===== src/rtl/keypad_pkg.sv =====
// keypad_pkg: shared FSM states, key code map and default parameters for keypad_scan_ctrl.
package keypad_pkg;
    typedef enum logic [1:0] {SCAN, DEBOUNCE, PRESENT, RELEASE} state_t;
    localparam logic [3:0] KEY_0 = 4'd0;
    localparam logic [3:0] KEY_1 = 4'd1;
    localparam logic [3:0] KEY_2 = 4'd2;
    localparam logic [3:0] KEY_3 = 4'd3;
    localparam logic [3:0] KEY_4 = 4'd4;
    localparam logic [3:0] KEY_5 = 4'd5;
    localparam logic [3:0] KEY_6 = 4'd6;
    localparam logic [3:0] KEY_7 = 4'd7;
    localparam logic [3:0] KEY_8 = 4'd8;
    localparam logic [3:0] KEY_9 = 4'd9;
    localparam logic [3:0] KEY_START = 4'd10;
    localparam logic [3:0] KEY_STOP = 4'd11;
    localparam int DEF_NUM_COLS = 3;
    localparam int DEF_NUM_ROWS = 4;
    localparam int DEF_SCAN_DIV = 7;
    localparam int DEF_DEBOUNCE = 4;
    localparam int DEF_REPEAT_TICKS = 16;
endpackage


===== src/rtl/keypad_scan_ctrl_divider.sv =====
// scan_divider: free-running 0..SCAN_DIV-1 counter; tick marks the last count of each column dwell.
module scan_divider
    import keypad_pkg::*;
#(
    parameter int SCAN_DIV = DEF_SCAN_DIV
) (
    input  logic clk,
    input  logic clear,
    output logic tick
);
    localparam int W = SCAN_DIV > 1 ? $clog2(SCAN_DIV) : 1;
    logic [W-1:0] cnt;
    assign tick = cnt == W'(SCAN_DIV - 1);
    always_ff @(posedge clk or posedge clear)
        if (clear) cnt <= '0;
        else cnt <= tick ? '0 : cnt + 1'b1;
endmodule


===== src/rtl/keypad_scan_ctrl.sv =====
// keypad_scan_ctrl: column scan, debounce and encode of one keypad key with valid/ready handoff.
// Defining KEYPAD_REPEAT_EN re-presents a held key every REPEAT_TICKS ticks.
module keypad_scan_ctrl
    import keypad_pkg::*;
#(
    parameter int NUM_COLS = DEF_NUM_COLS,
    parameter int NUM_ROWS = DEF_NUM_ROWS,
    parameter int SCAN_DIV = DEF_SCAN_DIV,
`ifdef KEYPAD_REPEAT_EN
    parameter int DEBOUNCE = DEF_DEBOUNCE,
    parameter int REPEAT_TICKS = DEF_REPEAT_TICKS
`else
    parameter int DEBOUNCE = DEF_DEBOUNCE
`endif
) (
    input  logic                clk,
    input  logic                clear,
    input  logic [NUM_ROWS-1:0] row_in,
    output logic [NUM_COLS-1:0] col_out,
    output logic [3:0]          key_code,
    output logic                key_valid,
    input  logic                key_ready,
    output logic                key_held
);
    localparam int CW = NUM_COLS > 1 ? $clog2(NUM_COLS) : 1;
    localparam int RW = NUM_ROWS > 1 ? $clog2(NUM_ROWS) : 1;
    localparam int DW = $clog2(DEBOUNCE + 1);
    state_t state, state_nxt;
    logic [CW-1:0] col, col_nxt, col_adv;
    logic [RW-1:0] row, row_nxt, low_row;
    logic [DW-1:0] deb, deb_nxt, deb_inc;
    logic [3:0] code_nxt;
    logic tick, hit, done;
`ifdef KEYPAD_REPEAT_EN
    localparam int RPW = $clog2(REPEAT_TICKS + 1);
    logic [RPW-1:0] rep, rep_nxt;
`endif

    scan_divider #(.SCAN_DIV(SCAN_DIV)) u_div (.clk(clk), .clear(clear), .tick(tick));

    assign col_adv = col == CW'(NUM_COLS - 1) ? '0 : col + 1'b1;
    assign deb_inc = deb == DW'(DEBOUNCE) ? deb : deb + 1'b1;
    assign done = deb_inc == DW'(DEBOUNCE);
    assign hit = row_in[row];

    // descending walk so the lowest asserted row wins
    always_comb begin
        low_row = '0;
        for (int i = NUM_ROWS - 1; i >= 0; i--)
            if (row_in[i]) low_row = RW'(i);
    end

    always_ff @(posedge clk or posedge clear)
        if (clear) state <= SCAN;
        else state <= state_nxt;

    always_comb begin
        state_nxt = state;
        col_nxt = col;
        row_nxt = row;
        deb_nxt = deb;
        code_nxt = key_code;
`ifdef KEYPAD_REPEAT_EN
        rep_nxt = rep;
`endif
        case (state)
            SCAN: if (tick) begin
                if (|row_in) begin
                    row_nxt = low_row;
                    deb_nxt = DW'(1);
                    state_nxt = keypad_pkg::DEBOUNCE;
                end else col_nxt = col_adv;
            end
            keypad_pkg::DEBOUNCE: if (tick) begin
                if (!hit) begin
                    deb_nxt = '0;
                    col_nxt = col_adv;
                    state_nxt = SCAN;
                end else begin
                    deb_nxt = deb_inc;
                    if (done) begin
                        code_nxt = 4'(int'(row) * NUM_COLS + int'(col));
                        state_nxt = PRESENT;
                    end
                end
            end
            PRESENT: if (key_ready) begin
                deb_nxt = '0;
`ifdef KEYPAD_REPEAT_EN
                rep_nxt = '0;
`endif
                state_nxt = RELEASE;
            end
            RELEASE: if (tick) begin
                deb_nxt = hit ? '0 : deb_inc;
                if (!hit && done) begin
                    deb_nxt = '0;
                    col_nxt = '0;
                    state_nxt = SCAN;
                end
`ifdef KEYPAD_REPEAT_EN
                rep_nxt = hit ? rep + 1'b1 : rep;
                if (hit && rep_nxt == RPW'(REPEAT_TICKS)) state_nxt = PRESENT;
`endif
            end
        endcase
    end

    always_ff @(posedge clk or posedge clear)
        if (clear) begin
            col <= '0;
            row <= '0;
            deb <= '0;
            key_code <= '0;
`ifdef KEYPAD_REPEAT_EN
            rep <= '0;
`endif
        end else begin
            col <= col_nxt;
            row <= row_nxt;
            deb <= deb_nxt;
            key_code <= code_nxt;
`ifdef KEYPAD_REPEAT_EN
            rep <= rep_nxt;
`endif
        end

    always_comb begin
        col_out = NUM_COLS'(1) << col;
        key_valid = state == PRESENT;
        key_held = state == RELEASE;
    end
endmodule


===== config.mk =====
export PLATFORM = sky130hd
export DESIGN_NAME = keypad_scan_ctrl
export DESIGN_NICKNAME = d
export VERILOG_FILES = /design/src/rtl/keypad_pkg.sv /design/src/rtl/keypad_scan_ctrl_divider.sv /design/src/rtl/keypad_scan_ctrl.sv
export SDC_FILE = /design/constraint.sdc
export NUM_CORES = 1
export LEC_CHECK = 0
export BUFFER_PORTS_ARGS = -buffer_cell sky130_fd_sc_hd__buf_2
export CAP_MARGIN = 0
export CORE_MARGIN = 1
export CORE_UTILIZATION = 25
export CTS_BUF_LIST = sky130_fd_sc_hd__clkbuf_4
export CTS_CLUSTER_DIAMETER = 40
export DETAILED_ROUTE_END_ITERATION = 10
export REMOVE_ABC_BUFFERS = 1
export SYNTH_ARGS = -nofsm -noshare
export SYNTH_HDL_FRONTEND = slang
export SYNTH_SLANG_ARGS = --single-unit

===== constraint.sdc =====
create_clock -name clk -period 2.12 [get_ports clk]
set_clock_uncertainty 0.2 [all_clocks]
set_input_delay 0.106 -clock clk [delete_from_list [all_inputs] [get_ports clk]]
set_output_delay 0.106 -clock clk [all_outputs]
set_load 0.01 [all_outputs]

Word-level counts from Yosys, hierarchy flattened --
Cells that the tools add are included.
Operators by class: $lt $le $gt $ge 1, equality and inequality tests 16, shift-type cells 1, $add $sub $neg 4, reductions and logical operators 10, multiplexer cells 32, multiply operators 1
Operator list (count):
- $mux 2 | 17
- $mux 3 | 10
- $reduce_and 7->1 | 2
- $pmux 3 s4 | 1
- $ne 2x1->1 const B | 5
- $eq 3x3->1 const B | 3
- $pmux 2 s4 | 1
- $add 3x1->3 const B | 2
- $eq 2x2->1 const B | 3
- $ne 2x2->1 const B | 3
- $pmux 2 s3 | 1
- $reduce_and 5->1 | 1
- $add 4x2->4 | 1
- $mul 2x2->4 const B | 1
- $reduce_and 4->1 | 1
- $reduce_or 4->1 | 1
- $lt 2x3->1 const B | 1
- $ne 3x3->1 const B | 1
- $reduce_and 3->1 | 1
- $reduce_bool 3->1 | 1
- $shl 1x2->3 const A | 1
- $add 2x1->2 const B | 1
- $bmux 1 s2 | 1
- $eq 2x1->1 const B | 1
- other kinds (4) | 4
Storage, ports and cells: input bits 7, bits in registers 16, word-level logic and storage cells 71

Depth between registers and ports, before layout --
Gate-level depths: netlist (run 1).
depth in word-level cells 7, gate-level depth with buffers 7, gate-level depth less buffers 6

Hierarchy --
Synthesis (run 1) repeated with hierarchy kept, for this count alone.
Unflattened totals: cells, all modules 104, area total of the unflattened synthesis 1013.5 um2
By module, submodules not included:
- keypad_scan_ctrl | area an instance 888.4 um2, cells an instance 92, times used 1
- scan_divider | area an instance 125.1 um2, cells an instance 12, times used 1

Worst setup path before layout (run 1) --
OpenSTA, ideal clock, no wires.
path type register to register, start point reg deb[0], end point reg key_code[0], data arrival time 1910 ps, buffers on the path 1, clock period less this slack 2238 ps, stages on the path, launching flop included 8, path slack -118 ps, cells stage by stage dfrtp_1 -> inv_1 -> ha_1 -> or3b_1 -> a311o_1 -> buf_6 -> nor2_4 -> mux2_1
On the way: cells in the longest elaborated chain, start to end 4
RTL lines:
- from (decl) | line keypad_scan_ctrl.sv:31 | logic [DW-1:0] deb, deb_nxt, deb_inc;
- from (signal assigned) | line keypad_scan_ctrl.sv:121 | deb <= deb_nxt;
- $add 3x1->3 / $eq 3x3->1 (equally long branches) | line keypad_scan_ctrl.sv:42 | assign deb_inc = deb == DW'(DEBOUNCE) ? deb : deb + 1'b1;
- $mux 3 * | line keypad_scan_ctrl.sv:42
- $eq 3x3->1 * | line keypad_scan_ctrl.sv:43 | assign done = deb_inc == DW'(DEBOUNCE);
- $reduce_and 4->1 (no line) *
- to (signal assigned) | line keypad_scan_ctrl.sv:122 | key_code <= code_nxt;
- to (decl) | line keypad_scan_ctrl.sv:20 | output logic [3:0] key_code,
Every way passes the cells marked *; elsewhere a longest branch is shown, timed or not. A chain may end at the register's enable or synchronous reset.

Worst setup path after layout (run 1) --
Ends and elaborated chain as after synthesis.

==> impl_metrics.env, run 1 <==
export IMPL_fin_setup_tns_ps=-328
export IMPL_drive_gt1_share_pct=34.6
export IMPL_ios=16
export IMPL_fin_crit_ps=2210
export IMPL_cts_tree="done"
export IMPL_drcViolationCount=0
export IMPL_yosysUniqueCellTypes=43
export IMPL_antenna_cells=0
export IMPL_grt_pass1_vias=888
export IMPL_cts_buffers=3
export IMPL_min_path_type="in2async"
export IMPL_wl_mm=2.59
export IMPL_grt_usage_pct=13.3
export IMPL_multi_input_area_um2=618
export IMPL_gp_congestion=0.765
export IMPL_cts_root_buf="clkbuf_4"
export IMPL_crit_arrival_ps=2190
export IMPL_synth_ff_type="dfrtp_1"
export IMPL_insertion_delay_ps=300
export IMPL_power_per_cell_area_nw_per_um2=1090
export IMPL_timing_final_ws_setup_ps=-93.5
export IMPL_dp_hpwl_mm=1.79
export IMPL_clock_sinks=16
export IMPL_fp_dieH_um=66.2
export IMPL_area_growth_syn_to_layout_pct=32.1
export IMPL_wl_per_cell_um=14.0
export IMPL_peakVddDrop_mv=0.493
export IMPL_cts_buffer_depth=2
export IMPL_status="finished, violations left"
export IMPL_cts_max_level=1
export IMPL_grt_overflow=0
export IMPL_drt_first_iter_violations=32
export IMPL_cts_clk_slew_worst_paths_ps=100
export IMPL_fin_nets=150
export IMPL_final_common_cell="dfrtp_1"
export IMPL_p_leak_nw=0.597
export IMPL_drv_slew=0
export IMPL_period_share_pct=104
export IMPL_numPortBuffers=15
export IMPL_ys_warn_count=0
export IMPL_crit_type="reg2reg"
export IMPL_rows=22
export IMPL_path_max_fanout=5
export IMPL_rsz0062_at_grt="yes"
export IMPL_coreArea_um2=3800
export IMPL_maxSlewHeadroom_pct=57.5
export IMPL_cap_violations=0
export IMPL_worstSetupEndpointType="flop"
export IMPL_fmax_mhz=452
export IMPL_async_flop_share_pct=100
export IMPL_die_area_um2=4380
export IMPL_tightest_slew_ps=637
export IMPL_final_area_um2=1360
export IMPL_vias=907
export IMPL_viasPerCell=4.93
export IMPL_ys_ff_latch=16
export IMPL_required_ps=2100
export IMPL_fill_cells=402
export IMPL_violations="negative setup slack"
export IMPL_place_ws_ps=-129
export IMPL_regArea_um2=400
export IMPL_ys_seq_area_share_pct=38.9
export IMPL_avgSynthCellArea_um2=10.0
export IMPL_firstDrtPassIters=4
export IMPL_grt_max_degree=17
export IMPL_postLayoutCoreUtil_pct=35.8
export IMPL_setup_viol=7
export IMPL_syn_inst=103
export IMPL_r2r_cells=6
export IMPL_start_kind="flop"
export IMPL_antenna_found_initial=0
export IMPL_synth_edf_count=0
export IMPL_final_cell_mix="16 x dfrtp_1, 15 x buf_2, 10 x buf_4"
export IMPL_placed_area_um2=1210
export IMPL_drtAntennaViolNets=0
export IMPL_grt_pass1_wl_mm=4.34
export IMPL_initial_utilization_pct=27.1
export IMPL_hold_viol_final=0
export IMPL_fp_dieW_um=66.2
export IMPL_mappedNetlistArea_um2=1030
## layer usage
layer / up-vias / global-route usage (%) / share of wire, %
met5: - / 0 / 0
met4: 0 / 4.79 / 1.5
met3: 5 / 1.55 / 1.2
met2: 11 / 22.8 / 50
met1: 446 / 17.0 / 47
li1: 445 / - / -
## cells in the mapped netlist, types with 3 or more instances
cell type | n | area share, %
nand3_1 | 3 | 1.5
a211oi_1 | 3 | 2.2
nor2_1 | 6 | 2.2
a21oi_1 | 5 | 2.4
nand2_1 | 4 | 1.5
dfrtp_1 | 16 | 39
nor3_1 | 3 | 1.5
inv_1 | 9 | 3.3
ha_1 | 4 | 4.9
nor2b_1 | 5 | 3.0
o21ai_0 | 6 | 2.9
## report_power, final
part	leakage (nW)	switching, mW	internal [mW]	total, mW
sequential	0.211	0.0772	0.392	0.469
combinational	0.371	0.428	0.412	0.841
clock	0.0154	0.104	0.0686	0.172
total	0.597	0.610	0.873	1.48
## flip-flops by register name (all words and copies together), names as in the netlist, named ones only
signal,flops
u_div.cnt,3
key_code,4
state,1
col,2
row,2
deb,3
## stage by stage
step                      std cells  total power [mW]  hold slack, ps
after detailed placement        172              1.20            23.2
after global routing            184              1.61             310
final                           184              1.48             224
after floorplan                 100             0.910            -180
after global placement          172              1.18            11.4
after CTS                       183              1.44             248
## critical path, stage by stage, from the launching register on
cell and delay, ps:
dfrtp_1 390, buf_4 120, buf_4 110, or3b_4 370
a311o_2 450, nor2_4 140, mux2_4 310
## final timing paths
check	start	endpoint	slack, ps
min reg2reg	key_code[2]	key_code[2]	300
max reg2reg	deb[0]	key_code[0]	-90
max in group asynchronous	clear	row[0]	1080
min	clear	deb[2]	220
min in group clk	key_code[2]	key_code[2]	300
max	deb[0]	key_code[0]	-90
## what timing repair did
item                                    4_1_cts  5_1_grt
buffers inserted                              1        1
hold buffers                                  6        0
resized for setup                             8        8
pin swaps                                     8        6
endpoints found under the setup margin        9        9
hold endpoints to repair                     19        0
## cell families (layout without fill, tap and decap cells)
group / Yosys count / in the layout / share of synthesized area [%]
compound gates: 29 / 29 / 19.4
fa+ha+maj: 6 / 6 / 8.75
buf+inv: 12 / 45 / 5.22
flops: 16 / 16 / 38.9
mux: 6 / 6 / 7.41
simple gates: 34 / 34 / 20.3
## layout make-up
type | count | area share, %
clock inverters | 1 | 0.276
inverters | 9 | 2.48
well taps | 48 | 4.42
multi-input cells | 75 | 45.4
flip-flops and latches | 16 | 29.4
repair buffers | 32 | 16.3
clock buffers | 3 | 1.66
No activity file was read; power rests on OpenSTA's default activity.
==> inputs of run 2 (changes only) <==
--- a/config.mk
+++ b/config.mk
@@ -7,11 +7,14 @@
 export LEC_CHECK = 0
 export BUFFER_PORTS_ARGS = -buffer_cell sky130_fd_sc_hd__buf_2
 export CAP_MARGIN = 0
+export CELL_PAD_IN_SITES_DETAIL_PLACEMENT = 1
+export CELL_PAD_IN_SITES_GLOBAL_PLACEMENT = 2
 export CORE_MARGIN = 1
 export CORE_UTILIZATION = 25
 export CTS_BUF_LIST = sky130_fd_sc_hd__clkbuf_4
 export CTS_CLUSTER_DIAMETER = 40
 export DETAILED_ROUTE_END_ITERATION = 10
+export PLACE_DENSITY_LB_ADDON = 0.1
 export REMOVE_ABC_BUFFERS = 1
 export SYNTH_ARGS = -nofsm -noshare
 export SYNTH_HDL_FRONTEND = slang
==> run 2 against run 1 <==
Net effect: the flow still finishes with violations (negative setup slack); routed wire length up 4.4%; combinational power down 2%; sequential share of layout area rose by 0.52 points; core utilization shrank 0.63 points.
==> impl_metrics.env, run 2 (same netlist as run 1, synthesis figures left out) <==
export IMPL_drv_slew=0
export IMPL_totalPowerFinal_mw=1.47
export IMPL_cts_buffers=3
export IMPL_status="finished, violations left"
export IMPL_fin_nets=149
export IMPL_reg2reg_from="deb[0]"
export IMPL_cts_max_level=1
export IMPL_p_leak_nw=0.590
export IMPL_firstDrtPassIters=4
export IMPL_final_area_um2=1340
export IMPL_required_ps=2110
export IMPL_cts_root_buf="clkbuf_4"
export IMPL_fin_setup_tns_ps=-277
export IMPL_fp_dieW_um=66.2
export IMPL_dp_hpwl_mm=2.01
export IMPL_coreArea_um2=3800
export IMPL_grt_pass1_vias=999
export IMPL_wl_per_cell_um=14.8
export IMPL_numPortBuffers=15
export IMPL_violations="negative setup slack"
export IMPL_crit_arrival_ps=2170
export IMPL_power_switching_mw=0.624
export IMPL_cts_clk_slew_worst_paths_ps=110
export IMPL_clock_sinks=16
export IMPL_rsz0062_at_grt="yes"
export IMPL_fill_cells=441
export IMPL_cts_buffer_depth=2
export IMPL_fp_dieH_um=66.2
export IMPL_grt_pass1_wl_mm=4.76
export IMPL_grt_max_degree=17
export IMPL_placed_area_um2=1220
export IMPL_initial_utilization_pct=27.1
export IMPL_regMostFlops="key_code"
export IMPL_internal_power_mw=0.848
export IMPL_top_layer="met4"
export IMPL_ios=16
export IMPL_insertion_delay_ps=290
export IMPL_drt_first_iter_violations=9
export IMPL_gp_congestion=0.756
export IMPL_switching_share_pct=42.4
export IMPL_cts_setup_buffers=0
export IMPL_hold_ws_ps=248
export IMPL_grt_overflow=0
export IMPL_start_kind="flop"
export IMPL_antenna_cells=0
export IMPL_wl_mm=2.70
export IMPL_fin_crit_ps=2180
export IMPL_wl_met3_um=88
export IMPL_period_share_pct=103
export IMPL_drcViolationCount=0
export IMPL_top_regs="key_code x4, deb x3, u_div.cnt x3"
export IMPL_path_max_fanout=6
export IMPL_setup_viol=6
export IMPL_wl_met1_mm=1.36
export IMPL_r2r_cells=5
export IMPL_tightest_slew_ps=698
export IMPL_hold_viol_final=0
export IMPL_die_area_um2=4380
export IMPL_drive_gt1_share_pct=31.9
export IMPL_timing_final_ws_setup_ps=-55.3
export IMPL_grt_usage_pct=14.5
export IMPL_wl_met2_mm=1.24
export IMPL_largest_reg_flops=4
export IMPL_peakVddDrop_mv=0.385
export IMPL_r2r_slack_ps=-60
export IMPL_combPwrFrac_pct=56.0
export IMPL_final_cell_mix="16 x dfrtp_1, 15 x buf_2, 10 x buf_4"
export IMPL_antenna_found_initial=0
export IMPL_drtAntennaViolNets=0
export IMPL_seqPwrFrac_pct=31.8
export IMPL_power_per_cell_area_nw_per_um2=1100
export IMPL_area_growth_syn_to_layout_pct=29.8
export IMPL_min_path_type="in2async"
export IMPL_worstSetupEndpointType="flop"
export IMPL_dp_cells=173
export IMPL_cap_violations=0
export IMPL_vias=912
export IMPL_final_cells=183
export IMPL_cts_tree="done"
export IMPL_viasPerCell=4.98
export IMPL_crit_type="reg2reg"
export IMPL_final_common_cell="dfrtp_1"
export IMPL_rows=22
export IMPL_r2r_end="key_code[1]"
export IMPL_fmax_mhz=460
export IMPL_pwr_share_clk_pct=12.2
export IMPL_maxSlewHeadroom_pct=53.4
-- run 2: worst max path at each step --
stage	from	end	slack, ps
6_report	deb[0]	key_code[1]	-60
5_1_grt	deb[0]	key_code[2]	-140
4_1_cts	deb[0]	flop	-80
3_5_place_dp	deb[0]	flop	-110
3_3_place_gp	deb[0]	key_code[0]	-80
2_1_floorplan	deb[0]	key_code[0]	-150
-- run 2: through the flow --
step,setup slack [ps],util [%]
2_1_floorplan,-146,-
3_3_place_gp,-76.2,32.1
3_5_place_dp,-112,32.1
4_1_cts,-78.2,35.0
5_1_grt,-144,35.2
6_report,-55.3,35.2
-- run 2: critical path, stage by stage (launching register included) --
cell and delay, ps:
dfrtp_1 420, ha_2 190, or3b_1 370, a311o_2 450, nor2_4 140, mux2_4 310
-- run 2: area by class of cell --
class / instances / area, um2 / area share [%]
timing repair buffer: 31 / 210 / 15.7
multi-input combinational: 75 / 606 / 45.3
tap: 48 / 60.1 / 4.49
sequential: 16 / 400 / 30.0
inverter: 9 / 33.8 / 2.53
clock buffer: 3 / 22.5 / 1.69
clock inverter: 1 / 3.75 / 0.281
-- run 2: layer usage --
| metal | vias up | track usage (%) |
|---|---|---|
| li1 | 444 | - |
| met1 | 448 | 19.9 |
| met2 | 16 | 23.1 |
| met3 | 4 | 3.62 |
| met4 | 0 | 2.39 |
| met5 | - | 0 |
-- run 2: repair_timing --
item,CTS,global route
endpoints found under the hold margin,19,0
resized for setup,8,3
setup endpoints to repair,8,9
hold buffers,6,0
pin swaps,8,2
-- run 2: power groups by stage --
stage	combinational, mW	sequential, mW	clock [mW]
2_1_floorplan	0.401	0.510	0
3_3_place_gp	0.769	0.468	0
3_5_place_dp	0.785	0.472	0
4_1_cts	0.828	0.467	0.188
5_1_grt	0.937	0.482	0.202
6_report	0.824	0.468	0.179
